## src/rtl/vc_credit_tx.sv

```systemverilog
// Credit-based virtual-channel link transmitter with round-robin VC arbitration.
// Optional sticky credit error flag enabled by defining VC_CREDIT_TX_ERR_CHECK_EN.

package coh_noc_pkg;
    localparam int unsigned FLIT_W = 64;

    typedef struct packed {
        logic [1:0]  kind;
        logic [5:0]  src;
        logic [5:0]  dst;
        logic [49:0] payload;
    } flit_hdr_t;

    typedef union packed {
        flit_hdr_t         hdr;
        logic [FLIT_W-1:0] raw;
    } flit_u;
endpackage

module vc_credit_tx #(
    parameter int unsigned NUM_VC       = 4,
    parameter int unsigned CREDIT_DEPTH = 16,
    localparam int unsigned VC_W        = $clog2(NUM_VC),
    localparam int unsigned CNT_W       = $clog2(CREDIT_DEPTH + 1)
) (
    input  logic                               clk,
    input  logic                               rst,
    input  logic [NUM_VC-1:0]                  in_valid,
    input  coh_noc_pkg::flit_u [NUM_VC-1:0]    in_flit,
    output logic [NUM_VC-1:0]                  in_ready,
    output logic                               out_valid,
    output coh_noc_pkg::flit_u                 out_flit,
    output logic [VC_W-1:0]                    out_vc,
    input  logic                               credit_valid,
    input  logic [VC_W-1:0]                    credit_vc,
    output logic [NUM_VC-1:0][CNT_W-1:0]       credit_cnt,
    output logic                               idle,
    output logic                               credit_err
);

    localparam logic [CNT_W-1:0] CNT_FULL = CNT_W'(CREDIT_DEPTH);

    logic [NUM_VC-1:0][CNT_W-1:0] cnt;
    logic [NUM_VC-1:0][CNT_W-1:0] cnt_nxt;
    logic [VC_W-1:0]              rr_ptr;
    logic [VC_W-1:0]              rr_nxt;
    logic [NUM_VC-1:0]            eligible;
    logic [NUM_VC-1:0]            grant;
    logic [VC_W-1:0]              grant_idx;
    logic                         any_grant;
    logic [NUM_VC-1:0]            cred_hit;
    logic [NUM_VC-1:0]            at_full;

    // Per-VC eligibility, credit return decode and full detection
    always_comb begin
        for (int unsigned v = 0; v < NUM_VC; v++) begin
            eligible[v] = in_valid[v] && (cnt[v] != '0);
            cred_hit[v] = credit_valid && (credit_vc == VC_W'(v));
            at_full[v]  = (cnt[v] == CNT_FULL);
        end
    end

    // Round-robin search starting at rr_ptr
    always_comb begin
        int unsigned idx;
        int unsigned nx;
        grant     = '0;
        grant_idx = '0;
        any_grant = 1'b0;
        rr_nxt    = rr_ptr;
        idx       = 0;
        nx        = 0;
        for (int unsigned i = 0; i < NUM_VC; i++) begin
            idx = 32'(rr_ptr) + i;
            if (idx >= NUM_VC) begin
                idx = idx - NUM_VC;
            end
            if (!any_grant && eligible[VC_W'(idx)]) begin
                any_grant = 1'b1;
                grant_idx = VC_W'(idx);
            end
        end
        if (any_grant) begin
            grant[grant_idx] = 1'b1;
            nx = 32'(grant_idx) + 1;
            if (nx >= NUM_VC) begin
                nx = 0;
            end
            rr_nxt = VC_W'(nx);
        end
    end

    assign in_ready = rst ? '0 : grant;

    // Simultaneous send and return on one VC cancel out; returns saturate at full
    always_comb begin
        cnt_nxt = cnt;
        for (int unsigned v = 0; v < NUM_VC; v++) begin
            if (grant[v] && !cred_hit[v]) begin
                cnt_nxt[v] = cnt[v] - CNT_W'(1);
            end else if (cred_hit[v] && !grant[v] && !at_full[v]) begin
                cnt_nxt[v] = cnt[v] + CNT_W'(1);
            end
        end
    end

    always_ff @(posedge clk or posedge rst) begin
        if (rst) begin
            for (int unsigned v = 0; v < NUM_VC; v++) begin
                cnt[v] <= CNT_FULL;
            end
            rr_ptr    <= '0;
            out_valid <= 1'b0;
            out_flit  <= '0;
            out_vc    <= '0;
        end else begin
            cnt       <= cnt_nxt;
            rr_ptr    <= rr_nxt;
            out_valid <= any_grant;
            if (any_grant) begin
                out_flit <= in_flit[grant_idx];
                out_vc   <= grant_idx;
            end
        end
    end

    assign credit_cnt = cnt;
    assign idle       = (&at_full) && !out_valid;

`ifdef VC_CREDIT_TX_ERR_CHECK_EN
    logic err_set;

    // Overflow: return on a full VC with no send on it, or a return to a nonexistent VC
    assign err_set = (|(cred_hit & at_full & ~grant))
                   || (credit_valid && (32'(credit_vc) >= NUM_VC));

    always_ff @(posedge clk or posedge rst) begin
        if (rst) begin
            credit_err <= 1'b0;
        end else if (err_set) begin
            credit_err <= 1'b1;
        end
    end
`else
    assign credit_err = 1'b0;
`endif

endmodule

```

## config.mk

```make
export PLATFORM = sky130hd
export DESIGN_NAME = vc_credit_tx
export DESIGN_NICKNAME = d
export VERILOG_FILES = /design/src/rtl/vc_credit_tx.sv
export SDC_FILE = /design/constraint.sdc
export NUM_CORES = 1
export LEC_CHECK = 0
export BUFFER_PORTS_ARGS = -buffer_cell sky130_fd_sc_hd__buf_4
export CELL_PAD_IN_SITES_DETAIL_PLACEMENT = 1
export CELL_PAD_IN_SITES_GLOBAL_PLACEMENT = 1
export CORE_ASPECT_RATIO = 1.2
export CORE_MARGIN = 2
export CORE_UTILIZATION = 28
export DETAILED_ROUTE_END_ITERATION = 10
export HOLD_SLACK_MARGIN = 0.12
export PLACE_DENSITY_LB_ADDON = 0.25
export SYNTH_ARGS = -nofsm -noshare
export SYNTH_HDL_FRONTEND = slang
export SYNTH_SLANG_ARGS = --single-unit
```

## constraint.sdc

```tcl
create_clock -name clk -period 3.4 [get_ports clk]
set_input_delay 0.17 -clock clk [delete_from_list [all_inputs] [get_ports clk]]
set_output_delay 0.17 -clock clk [all_outputs]
set_load 0.05 [all_outputs]
```

==> results of run 1 <==
## final cells by class
cell class                      instances  area share, %
Inverter                               20          0.865
Clock buffer                           12           2.69
Clock inverter                          4          0.537
Multi-Input combinational cell        482           38.4
Sequential cell                        89           23.5
Tap cell                              274           3.59
Timing Repair Buffer                  384           30.5
## logic make-up (layout without fill, tap and decap cells)
kind of cell | Yosys count | in the layout | synth area share, %
other cells | 1 | 1 | 0.0618
xor+xnor | 14 | 14 | 2.02
mux | 37 | 37 | 6.50
simple gates | 130 | 130 | 11.5
fa+ha+maj | 17 | 17 | 4.00
buf+inv | 79 | 420 | 5.34
flops | 89 | 89 | 36.8
compound gates | 283 | 283 | 33.8
## how the worst max path moves through the flow
stage                             start              to
final                     credit_cnt[3]  credit_cnt[19]
after global routing      credit_cnt[3]  credit_cnt[19]
after CTS                 credit_cnt[3]  credit_cnt[19]
after detailed placement  credit_cnt[3]  credit_cnt[19]
after global placement    credit_cnt[3]  credit_cnt[19]
after floorplan           credit_cnt[3]  credit_cnt[19]
## cell usage in the layout (no fill, tap or decap), drive strengths merged, types with 7 or more instances in the layout
master and count:
a21o 17, a21oi 71, a221o 42, a221oi 12, buf 383, clkbuf 12, dfrtp 85, ha 13
inv 20, mux2 10, mux2i 27, nand2 21, nand2b 7, nand3 56, nor2 19, o21ai 69
o221ai 10, o22a 42, xnor2 14
## cell usage after synthesis (3+ instances only)
cell      instances
inv_2             3
nor2_1           18
xnor2_1          14
nand2b_1          7
a221o_1          42
mux2_2            5
nand3_1          55
o21ai_1           3
buf_2            13
nor2b_1           6
a21oi_1          69
buf_4             3
dfrtp_1          85
mux2i_1          27
clkbuf_1         39
inv_1            17
mux2_4            3
o22a_1           42
nand2_1          21
o221ai_1         10
fa_1              4
dfstp_2           4
nand3b_1          3
o21ai_0          63
nor4_1            4
a221oi_1         12
ha_1             13
buf_1             4
a21o_1           16
## metrics by stage
stage / total power, mW / hold slack [ns] / instance area (um^2) / utilization [%] / instances
3_3_place_gp: 8.83 / 0.396 / 9120 / 42.5 / 1244
5_1_grt: 10.7 / 0.152 / 9550 / 44.4 / 1265
4_1_cts: 10.1 / 0.122 / 9450 / 44.0 / 1261
3_5_place_dp: 8.93 / 0.395 / 9120 / 42.5 / 1244
6_report: 10.1 / 0.128 / 9550 / 44.4 / 1265
2_1_floorplan: 6.69 / 0.393 / 6140 / - / 650
## power by group
group	total, mW	switching [mW]	internal, mW
clock	1.07	0.458	0.612
combinational	6.93	4.40	2.53
sequential	2.08	0.441	1.64
## registers in the layout, summed over array words and instances, names as in the netlist
name and count:
out_valid 1, rr_ptr 2, credit_cnt 20, out_vc 2
out_flit 64
## metal layers
layer | routed length, um | GRT usage (%) | up-vias
met5 | 0 | 0 | -
met4 | 334 | 4.64 | 0
met3 | 2150 | 6.40 | 21
met2 | 14300 | 42.0 | 250
met1 | 11000 | 27.8 | 3377
li1 | - | - | 3183
## critical path: cells and delay by family (launching register included)
family | cells | cell delay (ns)
AOI/OAI and AO/OA | 6 | 1.06
buffers and inverters | 2 | 0.16
and+or+nand+nor | 5 | 1.22
adders and majority gates | 2 | 0.35
DFF | 1 | 0.43
## repair_timing
| action | CTS | global route |
|---|---|---|
| setup endpoints to repair | 1 | 3 |
| hold buffers | 1 | 0 |
| buffers inserted | 0 | 4 |
| resized for setup | 1 | 15 |
| hold endpoints to repair | 50 | 0 |
| pin swaps | 1 | 8 |
==> metrics, run 1 <==
final period utilization between 90% and 100%; WP data required 3.68 ns; area leader, netlist dfrtp_1; initial antenna violation count 0; maximum number of pins on one net before global-route repair 69; first-pass GRT wire length 41100 um; ratio of cells with drive above 1 in the final layout 46.3%; min-delay src in_flit[157]; Cells after Synth between 600 and 700; vias per inst around 5.4; core area approximately 21000 um^2; count of cell types in the netlist between 60 and 70; initial core utilization about 28%; CTS tree yes; post-route ant nets 0; DR iter-0 viols ~250; reg2reg setup slack a little under 0.09 ns; Slew headroom 37.2%; multi-input logic area between 3000 and 4000 um^2; Fin Setup TNS 0 ns; placer congestion estimate slightly above 0.8; WHS Endpoint out_flit[29]; min cycle time layout roughly 3.3 ns; Pre-antenna DRT Iters 4; CP max stage delay roughly 0.56 ns; nets@finish 1268; worst hold stages 3; DP Worst Slack -0.00551 ns; io pins ~360; maximum vdd ir drop a little over 0.6 mV; vias after detailed routing 6831; drt total wl around 28000 um; Worst R2R End credit_cnt[19]; r2r startpoint credit_cnt[3]; CP Data Arrival Time roughly 3.6 ns; kind of critical path register to register; Pleak 4.45 nW; FF+latch area 2240 um^2; Layout fillers ~2500; TritonCTS Buffers 9; Fin. Hold Viols 0; Std-Cell Rows slightly below 60; Cell Pwr Density between 1000 and 1500 nW/um^2; worst reg-to-reg path cell count 15; outcome complete, no violations; Ant. Diodes 0; max-cap viol count 0; later-pin clock latency in the skew report ~0.35 ns; Routed WL per cell approximately 22 um; register area share after synthesis between 30 and 40%; area delta synth->final 57.4%; root buffer cell clkbuf_16; Slew Viols, Final 0; crit path launch type register; Worst Setup End Kind register; Reg clk slew, reported paths roughly 0.07 ns; critical path, cell by cell or4_4 > o2111ai_4 > o21ai_2 > a311o_2 > inv_4 > ha_4 > nand3_4 > inv_4 > ha_4 > nor2b_4 > o21ai_2 > nand2b_4 > nor4bb_4 > a31o_2 > a21oi_2; Worst Path Max Fanout 4; Die ar. 22900 um^2; total gr overflow 0; dpl hpwl roughly 20000 um; post-synthesis register bit count 89; fraction of registers with async set/reset 100%; post-synth design cell area approximately 6000 um^2; fmax around 0.30 GHz; syn_nets between 900 and 1000; htree depth 3; CTS max path bufs 2; number of buffers inserted by port buffering around 360; GRT Resource Usage Total 23.2%; die width around 140 um; Die Height approximately 170 um; post-synth top area share between 30% and 40%; final worst slack 0.0875 ns; clk sinks between 80 and 90; Setup-failing EPs final 0; Synthesis Warnings 0; Post-synth EDFFs 0; synth top area cells dfrtp_1 35%, a221o_1 6.9%, o22a_1 6.1%; Post-synth top flop dfrtp_1; vias in the first global route slightly below 7000; Syn Area/Cell ~9.3 um^2; Post-route DRC 0; Clock Skews between 0.008 and 0.009 ns; measured slew at the worst slew-check pin between 0.9 and 1 ns; Hold Crit Class input port to register; CP max-delay cell or4_4
Power figures use the tool's default switching activity.
==> inputs of run 2 (changes only) <==
Settings changed: GPL_TIMING_DRIVEN from default to 0.
==> metrics, run 2 (synthesis gave the netlist of run 1 again) <==
placed cells 1281 (+3.0%); measured slew at the worst slew-check pin 1.03 ns (+0.0827 ns); Pleak 4.65 nW (+4.4%); Worst Setup EP credit_cnt[19]; maximum number of pins on one net before global-route repair 56 (-19%); Ant. Diodes 0 (unchanged); Slew headroom 31.2% (-6.0 points); Worst R2R End credit_cnt[19]; Cell Pwr Density 1050 nW/um^2 (-0.51%); nets@finish 1335 (+5.3%); failing checks negative setup slack; Worst Setup End Kind register; Pre-antenna DRT Iters 4 (unchanged); Power, Total 10.4 mW (+3.5%); min cycle time layout 3.43 ns (+0.117 ns); crit-path most repeated cell ha_4; later-pin clock latency in the skew report 0.36 ns (about the same); Fin. Hold Viols 0 (unchanged); placer congestion estimate 0.828 (+0.62%); critical path, cell by cell or4_4 > o2111ai_4 > buf_4 > o311ai_4 > nor2_4 > buf_12 > ha_4 > nand3_4 > inv_4 > ha_4 > nor2b_4 > o21ai_1 > nand2b_1 > nor4bb_4 > a31o_2 > a21oi_2; Worst Path Max Fanout 4 (unchanged); ratio of cells with drive above 1 in the final layout 45.8% (-0.53 points); Fin Setup TNS -0.0291 ns (-0.0291 ns); drt total wl 29400 um (+5.9%); fmax 0.292 GHz (-3.4%); RSZ-0062 raised after global routing true; most frequent cells in the layout 395 x buf_4, 79 x dfrtp_1, 67 x a21oi_1; post-route ant nets 0 (unchanged); worst reg-to-reg path cell count 16 (+1); Crit path max-delay family simple AND/OR/NAND/NOR gates; CTS tree yes; min-delay src in_flit[5]; Slew Viols, Final 0 (unchanged); first-pass GRT wire length 42700 um (+4.0%); vias per inst 5.33 (-1.3%); crit path launch type register; root buffer cell clkbuf_16; Hold Crit Class input port to register; GRT Resource Usage Total 24.3% (+1.1 points); number of buffers inserted by port buffering 356 (unchanged); CTS max path bufs 2 (unchanged); post-route cell area 9930 um^2 (+4.0%); Die ar. 22900 um^2 (unchanged); leading cell type in the layout, fill and taps excluded buf_4; WP data required 3.69 ns (about the same); Die Height 165 um (unchanged); worst path bufs/invs 3 (+1); Top reg by flops out_flit; vias after detailed routing 7095 (+3.9%); TritonCTS Buffers 9 (unchanged); CP Data Arrival Time 3.71 ns (+0.12 ns); r2r startpoint credit_cnt[1]; final period utilization 101% (+3.4 points); max-cap viol count 0 (unchanged); total gr overflow 0 (unchanged); max FFs per register 64 (unchanged); final non-filler cell total 1331 (+5.2%); Std-Cell Rows 59 (unchanged); DR iter-0 viols 260 (+4.4%); die width 138 um (unchanged); dpl hpwl 22600 um (+11%); Reg clk slew, reported paths 0.07 ns (about the same); core area 21500 um^2 (unchanged); Routed WL per cell 22.1 um (+0.65%); clk sinks 89 (unchanged); CP max stage delay 0.56 ns (about the same); kind of critical path register to register; post-layout utilization of the core 46.2% (+1.8 points); io pins 358 (unchanged); Stages on worst setup path 16 (+1); initial antenna violation count 0 (unchanged); Post-route DRC 0 (unchanged); Clock Skews 0.0108 ns (+0.00240 ns); reg2reg setup slack -0.03 ns (-0.12 ns); outcome finished with violations; initial core utilization 28.2% (unchanged); Setup-failing EPs final 1 (+1); DP Area 9180 um^2 (+0.66%); final worst slack -0.0291 ns (-0.117 ns); vias in the first global route 7131 (+3.4%); maximum vdd ir drop 0.642 mV (+5.4%); CP max-delay cell or4_4; area delta synth->final 63.7%; Worst Setup SP credit_cnt[1]; htree depth 3 (unchanged)
==> run 2: cell count changes in the layout (fill, tap and decap cells not counted), sizes merged <==
cell      before  now
clkinv         2    3
clkinvlp       1    0
buf          383  414
clkbuf        12   47
==> run 2: how the worst min path moves through the flow <==
stage | end | slack (ns) | cells after the start
2_1_floorplan | out_flit[13] | 0.39 | 2
3_3_place_gp | out_vc[0] | 0.46 | 1
3_5_place_dp | credit_cnt[8] | 0.29 | 2
4_1_cts | out_flit[54] | 0.13 | 3
5_1_grt | out_flit[5] | 0.14 | 3
6_report | out_flit[5] | 0.13 | 3
==> run 2: worst register-to-register path: stages, from the launching register on <==
cell,delay [ns]
dfrtp_2,0.42
or4_4,0.56
o2111ai_4,0.23
buf_4,0.18
o311ai_4,0.13
nor2_4,0.17
buf_12,0.12
ha_4,0.16
nand3_4,0.09
inv_4,0.10
ha_4,0.21
nor2b_4,0.12
o21ai_1,0.14
nand2b_1,0.15
nor4bb_4,0.36
a31o_2,0.17
a21oi_2,0.05
==> run 2: power breakdown <==
part,total [mW],switching [mW],internal [mW]
clock,1.08,0.475,0.609
combinational,7.21,4.47,2.73
sequential,2.14,0.499,1.64
==> run 2: area by class of cell <==
type	count	area, um^2
fillers	2531	11600
multi-input cells	482	3680
repair buffers	395	2990
flip-flops and latches	89	2240
well taps	274	343
plain buffers	56	283
clock buffers	11	253
inverters	20	92.6
clock inverters	4	52.6
==> run 2: through the flow <==
| stage | hold slack, ns | setup WS [ns] |
|---|---|---|
| after floorplan | 0.393 | -0.124 |
| after global placement | 0.462 | -1.02 |
| after detailed placement | 0.290 | -0.762 |
| after CTS | 0.127 | -0.000496 |
| after global routing | 0.136 | -0.158 |
| final | 0.135 | -0.0291 |
==> run 2: repair_timing <==
item / in CTS / in global routing
setup endpoints to repair: 11 / 6
endpoints found under the hold margin: 34 / 0
hold buffers: 1 / 0
pin swaps: 11 / 20
gates resized for setup: 21 / 19
setup buffers: 15 / 22
==> run 2: metal layers <==
layer,routed length [um],global-route usage (%)
met5,0,0
met1,12000,29.5
met2,15000,43.0
met4,606,7.37
met3,1840,5.82
